--- config.mk ---
export PLATFORM = sky130hd
export DESIGN_NAME = debounce_multi
export DESIGN_NICKNAME = d
export VERILOG_FILES = /design/src/rtl/debounce_multi.sv
export SDC_FILE = /design/constraint.sdc
export NUM_CORES = 1
export LEC_CHECK = 0
export ABC_AREA = 1
export BUFFER_PORTS_ARGS = -buffer_cell sky130_fd_sc_hd__buf_4
export CORE_MARGIN = 1
export CORE_UTILIZATION = 45
export CTS_CLUSTER_SIZE = 40
export DETAILED_ROUTE_END_ITERATION = 6
export GPL_TIMING_DRIVEN = 0
export SYNTH_ARGS = -nofsm -noshare
export SYNTH_HDL_FRONTEND = slang
export SYNTH_SLANG_ARGS = --single-unit
--- constraint.sdc ---
create_clock -name clk -period 2.2 [get_ports clk]
set_input_delay 0.44 -clock clk [delete_from_list [all_inputs] [get_ports clk]]
set_output_delay 0.44 -clock clk [all_outputs]
set_load 0.005 [all_outputs]
--- src/rtl/debounce_multi.sv ---
// Multi-channel input debouncer: per-channel synchroniser chain feeding a
// saturating stability counter, with level, edge-event, glitch and stable outputs.
module debounce_multi #(
  parameter int                NUM_CH          = 4,
  parameter int                CNT_W           = 8,
  parameter int                DEBOUNCE_CYCLES = 200,
  parameter int                SYNC_STAGES     = 2,
  parameter logic [NUM_CH-1:0] RESET_VAL       = {NUM_CH{1'b1}}
) (
  input  logic              clk,
  input  logic              w_sreset_counter,
  input  logic [NUM_CH-1:0] p_sigIn,
  input  logic              i_freeze,
  output logic [NUM_CH-1:0] p_Debounced,
  output logic [NUM_CH-1:0] o_rise,
  output logic [NUM_CH-1:0] o_fall,
  output logic [NUM_CH-1:0] o_glitch,
  output logic [NUM_CH-1:0] o_stable,
  output logic              o_any_event
);

  // Count value at which a differing sample commits the new level.
  localparam logic [CNT_W-1:0] CNT_TERM = CNT_W'(DEBOUNCE_CYCLES - 1);

  logic [NUM_CH-1:0] sync_q [SYNC_STAGES];
  logic [NUM_CH-1:0] s;

  // The synchroniser keeps running through freeze so that a fresh sample
  // is ready the moment filtering resumes.
  always_ff @(posedge clk or posedge w_sreset_counter) begin
    if (w_sreset_counter) begin
      for (int k = 0; k < SYNC_STAGES; k++) begin
        sync_q[k] <= RESET_VAL;
      end
    end else begin
      sync_q[0] <= p_sigIn;
      for (int k = 1; k < SYNC_STAGES; k++) begin
        sync_q[k] <= sync_q[k-1];
      end
    end
  end

  assign s = sync_q[SYNC_STAGES-1];

  for (genvar ch = 0; ch < NUM_CH; ch++) begin : g_ch
    logic [CNT_W-1:0] cnt;
    logic             deb_q;
    logic             rise_q;
    logic             fall_q;
    logic             glitch_q;
    logic             stable_q;

    // Counter only ever climbs towards CNT_TERM and is cleared on commit or
    // on any agreeing sample, so it cannot wrap.
    always_ff @(posedge clk or posedge w_sreset_counter) begin
      if (w_sreset_counter) begin
        cnt      <= '0;
        deb_q    <= RESET_VAL[ch];
        rise_q   <= 1'b0;
        fall_q   <= 1'b0;
        glitch_q <= 1'b0;
        stable_q <= 1'b1;
      end else if (i_freeze) begin
        rise_q   <= 1'b0;
        fall_q   <= 1'b0;
        glitch_q <= 1'b0;
      end else begin
        rise_q   <= 1'b0;
        fall_q   <= 1'b0;
        glitch_q <= 1'b0;
        stable_q <= (s[ch] == deb_q);
        if (s[ch] == deb_q) begin
          cnt      <= '0;
          glitch_q <= (cnt != '0);
        end else if (cnt == CNT_TERM) begin
          cnt    <= '0;
          deb_q  <= s[ch];
          rise_q <= s[ch];
          fall_q <= ~s[ch];
        end else begin
          cnt <= cnt + 1'b1;
        end
      end
    end

    assign p_Debounced[ch] = deb_q;
    assign o_rise[ch]      = rise_q;
    assign o_fall[ch]      = fall_q;
    assign o_glitch[ch]    = glitch_q;
    assign o_stable[ch]    = stable_q;
  end

  always_ff @(posedge clk or posedge w_sreset_counter) begin
    if (w_sreset_counter) begin
      o_any_event <= 1'b0;
    end else begin
      o_any_event <= |(o_rise | o_fall);
    end
  end

endmodule

==> summary.txt <==
Floorplanning
  – Die H: 86.19 um
  – # IOs: 28
  – Die Area: around 7400 sq um
  – Die Width: approximately 86 um
  – Std-Cell Rows: 30
  – CORE AREA: 6832 sq um
  – Starting density of the core: 46.68%

Yosys
  – Asr flop ratio synth: 100.0%
  – Share of the synthesized area in the top cell type: between 30% and 40%
  – Synth Warn #: 0
  – Count leader, synth: nand2_1
  – Post-synth top cells: nand2_1 (122), inv_1 (48), dfrtp_1 (45)
  – #FFs+latches synth: 61
  – Syn nets: around 400
  – Cells after synthesis: 387
  – Ys flop type: dfrtp_1
  – Synth area leader: dfrtp_1
  – Synth cell types: 26
  – Post-synthesis sequential area ratio: between 40% and 50%
  – Largest cells by area after synthesis: dfrtp_1 (35%), nand2_1 (14%), dfstp_2 (13%)
  – Cell Area, Synth: 3189 sq um
  – Avg Inst Size Synth: about 8.2 sq um
  – EDFF count, synth: 0

Placed design
  – Gp weighted congestion: 0.8363
  – Post-Place Cell Area: between 3000 and 4000 sq um
  – IO Port Bufs: 26
  – Placed wire-length estimate: 4166 um
  – Place WS: 0.8706 ns

Global route
  – Initial antenna violation count: 0
  – Vias in the first global route: 2300
  – GRT Total Usage: 18.40%
  – Grt ovf: 0
  – Met1 global-route usage: 23.43%
  – M3 GR Usage: 2.857%
  – Largest net degree at the start of global routing: 42
  – M2 GR Usage: between 30% and 40%
  – First-pass GRT wire length: between 10000 and 15000 um
  – Busiest grt layer: met2

Clock tree
  – CTS tree: built
  – CTS resizes: 0
  – Clock transition at path regs: around 0.07 ns
  – Total CTS buffers: 9
  – Clock buffer depth: 2
  – H-tree depth: 3
  – CTS Hold Bufs: 0
  – CTS sink cnt: about 60
  – Post-CTS setup buffer count: 0
  – Clk root buf: clkbuf_8
  – Clk_lat worst skew: ~0.33 ns

Drt
  – Pre-Repair DR Iteration Count: 4
  – Wire per inst: 11.37 um
  – Initial DRC count: roughly 100
  – Post-route ant nets: 0
  – Final wirelength: 5981 um
  – DRC: 0
  – Via count: 2395
  – Vias per inst: between 4 and 5

Worst setup path
  – Most frequent CP cell: buf_4
  – CP max FO: 4
  – Slowest CP cell: dfstp_2
  – CP Class: reg2out
  – CP startpoint kind: register
  – Data required time of the worst path: 1.76 ns
  – Crit-path leading delay family: flip-flops
  – Worst-path cell chain: buf_4 -> buf_4
  – Reg2reg setup slack: around 0.87 ns
  – R2r endpoint: g_ch[1].cnt[5]
  – CP arrival: approximately 1.1 ns
  – CP peak stage delay: roughly 0.56 ns
  – Worst Path Buf+Inv: 2
  – Critical path endpoint category: output pin
  – Worst r2r src: s[1]
  – Worst r2r path cells: 6

Cells and area
  – Final instance area: between 3000 and 4000 sq um
  – Nets: between 400 and 500
  – Layout area overhead: 18.05%
  – N_diodes: 0
  – Share of cells above drive strength 1: between 20% and 30%
  – Final core utilization: a little under three fifths

STA
  – Hold slack: between 0.1 and 0.15 ns
  – Worst slew margin: a little over two thirds
  – Final min period: 1.531 ns
  – Setup TNS: 0 ns
  – Crit share post-route: between 60 and 70%
  – Slew Viols, Final: 0
  – FMAX: 653.1 MHz
  – Hold Vio Cnt, Final: 0
  – Endpoints failing setup: 0
  – RSZ-0062 raised after global routing: no
  – Setup Skew: about 0.011 ns
  – Worst slew pin tran: 0.4510 ns
  – Final worst slack: between 0.6 and 0.7 ns

Status
  – Status: completed

Flow run
  – Max cap viols: 0

Min path
  – Hold Path Class: in2async

Power
  – Worst VDD drop: roughly 0.34 mV
  – PwrDens: 708.3 nW/um^2
  – Static leakage: between 0.0015 and 0.002 uW
-- how the worst max path moves through the flow --
stage	start	end	slack, ns	depth (start not counted)
detailed placement	s[1]	g_ch[1].cnt[5]	0.87	6
finish	g_ch[2].deb_q	p_Debounced[2]	0.67	2
global route	g_ch[0].deb_q	p_Debounced[0]	0.62	2
floorplan	w_sreset_counter	g_ch[0].cnt[0]	0.27	1
CTS	g_ch[2].deb_q	p_Debounced[2]	0.65	2
global placement	w_sreset_counter	g_ch[1].cnt[6]	-0.53	2
-- layout by cell type, fill, tap and decap left out --
cell       instances
o21ai_1            5
dfstp_2           16
buf_2              3
nor2_2             3
nand2_1          122
a41oi_1            1
bufinv_16          3
a31oi_1            1
xor2_1            11
clkinv_2           1
nand3_4            2
o21ai_0           18
clkbuf_1           2
nor3_1             3
nor2_4             4
nor2_1            29
inv_2              1
dfrtp_1           45
inv_1             47
nand3_1           28
nand4_1            5
o21bai_1           3
buf_12             2
a21oi_1            4
buf_6              2
ha_1               8
clkbuf_8          10
inv_6              1
nor4_1             2
nand2_2            2
buf_4             46
-- through the flow --
| stage | cells | total power [uW] |
|---|---|---|
| floorplan | 387 | 1396 |
| global placement | 509 | 1467 |
| detailed placement | 510 | 1477 |
| CTS | 526 | 2697 |
| global route | 526 | 2787 |
| finish | 526 | 2667 |
-- layer usage --
| metal | share of wire [%] | up-vias |
|---|---|---|
| li1 | - | 1263 |
| met1 | 49 | 1092 |
| met2 | 47 | 31 |
| met3 | 2.6 | 9 |
| met4 | 1.6 | 0 |
| met5 | 0 | - |
-- registers in the layout, indices dropped and copies added, names as in the netlist --
register       count
g_ch.cnt          32
g_ch.deb_q         4
g_ch.fall_q        4
g_ch.glitch_q      4
g_ch.rise_q        4
g_ch.stable_q      4
s                  4
sync_q             4
o_any_event        1
-- final cells by class --
cell class              count  area [sq um]
plain buffers              26         207.7
clock buffers              12         145.1
clock inverters             4         95.09
fillers                   646          3067
inverters                  49         188.9
multi-input cells         251          1246
flip-flops and latches     61          1546
well taps                  96         120.1
repair buffers             27         215.2
-- logic make-up after synthesis --
group,share of synthesized area (%)
AND/OR/NAND/NOR,27.50
buffers and inverters,12.44
flip-flops,48.49
AO/OA/AOI/OAI,5.414
XOR/XNOR,3.021
adder cells (fa/ha/maj),3.139
-- power breakdown --
| part | internal [uW] | leakage (uW) | switching, uW |
|---|---|---|---|
| logic | 101 | 0.000992 | 128 |
| registers | 1180 | 0.000785 | 40.9 |
| clock network | 783 | 0.000121 | 431 |
(Power assumes the default switching activity.)
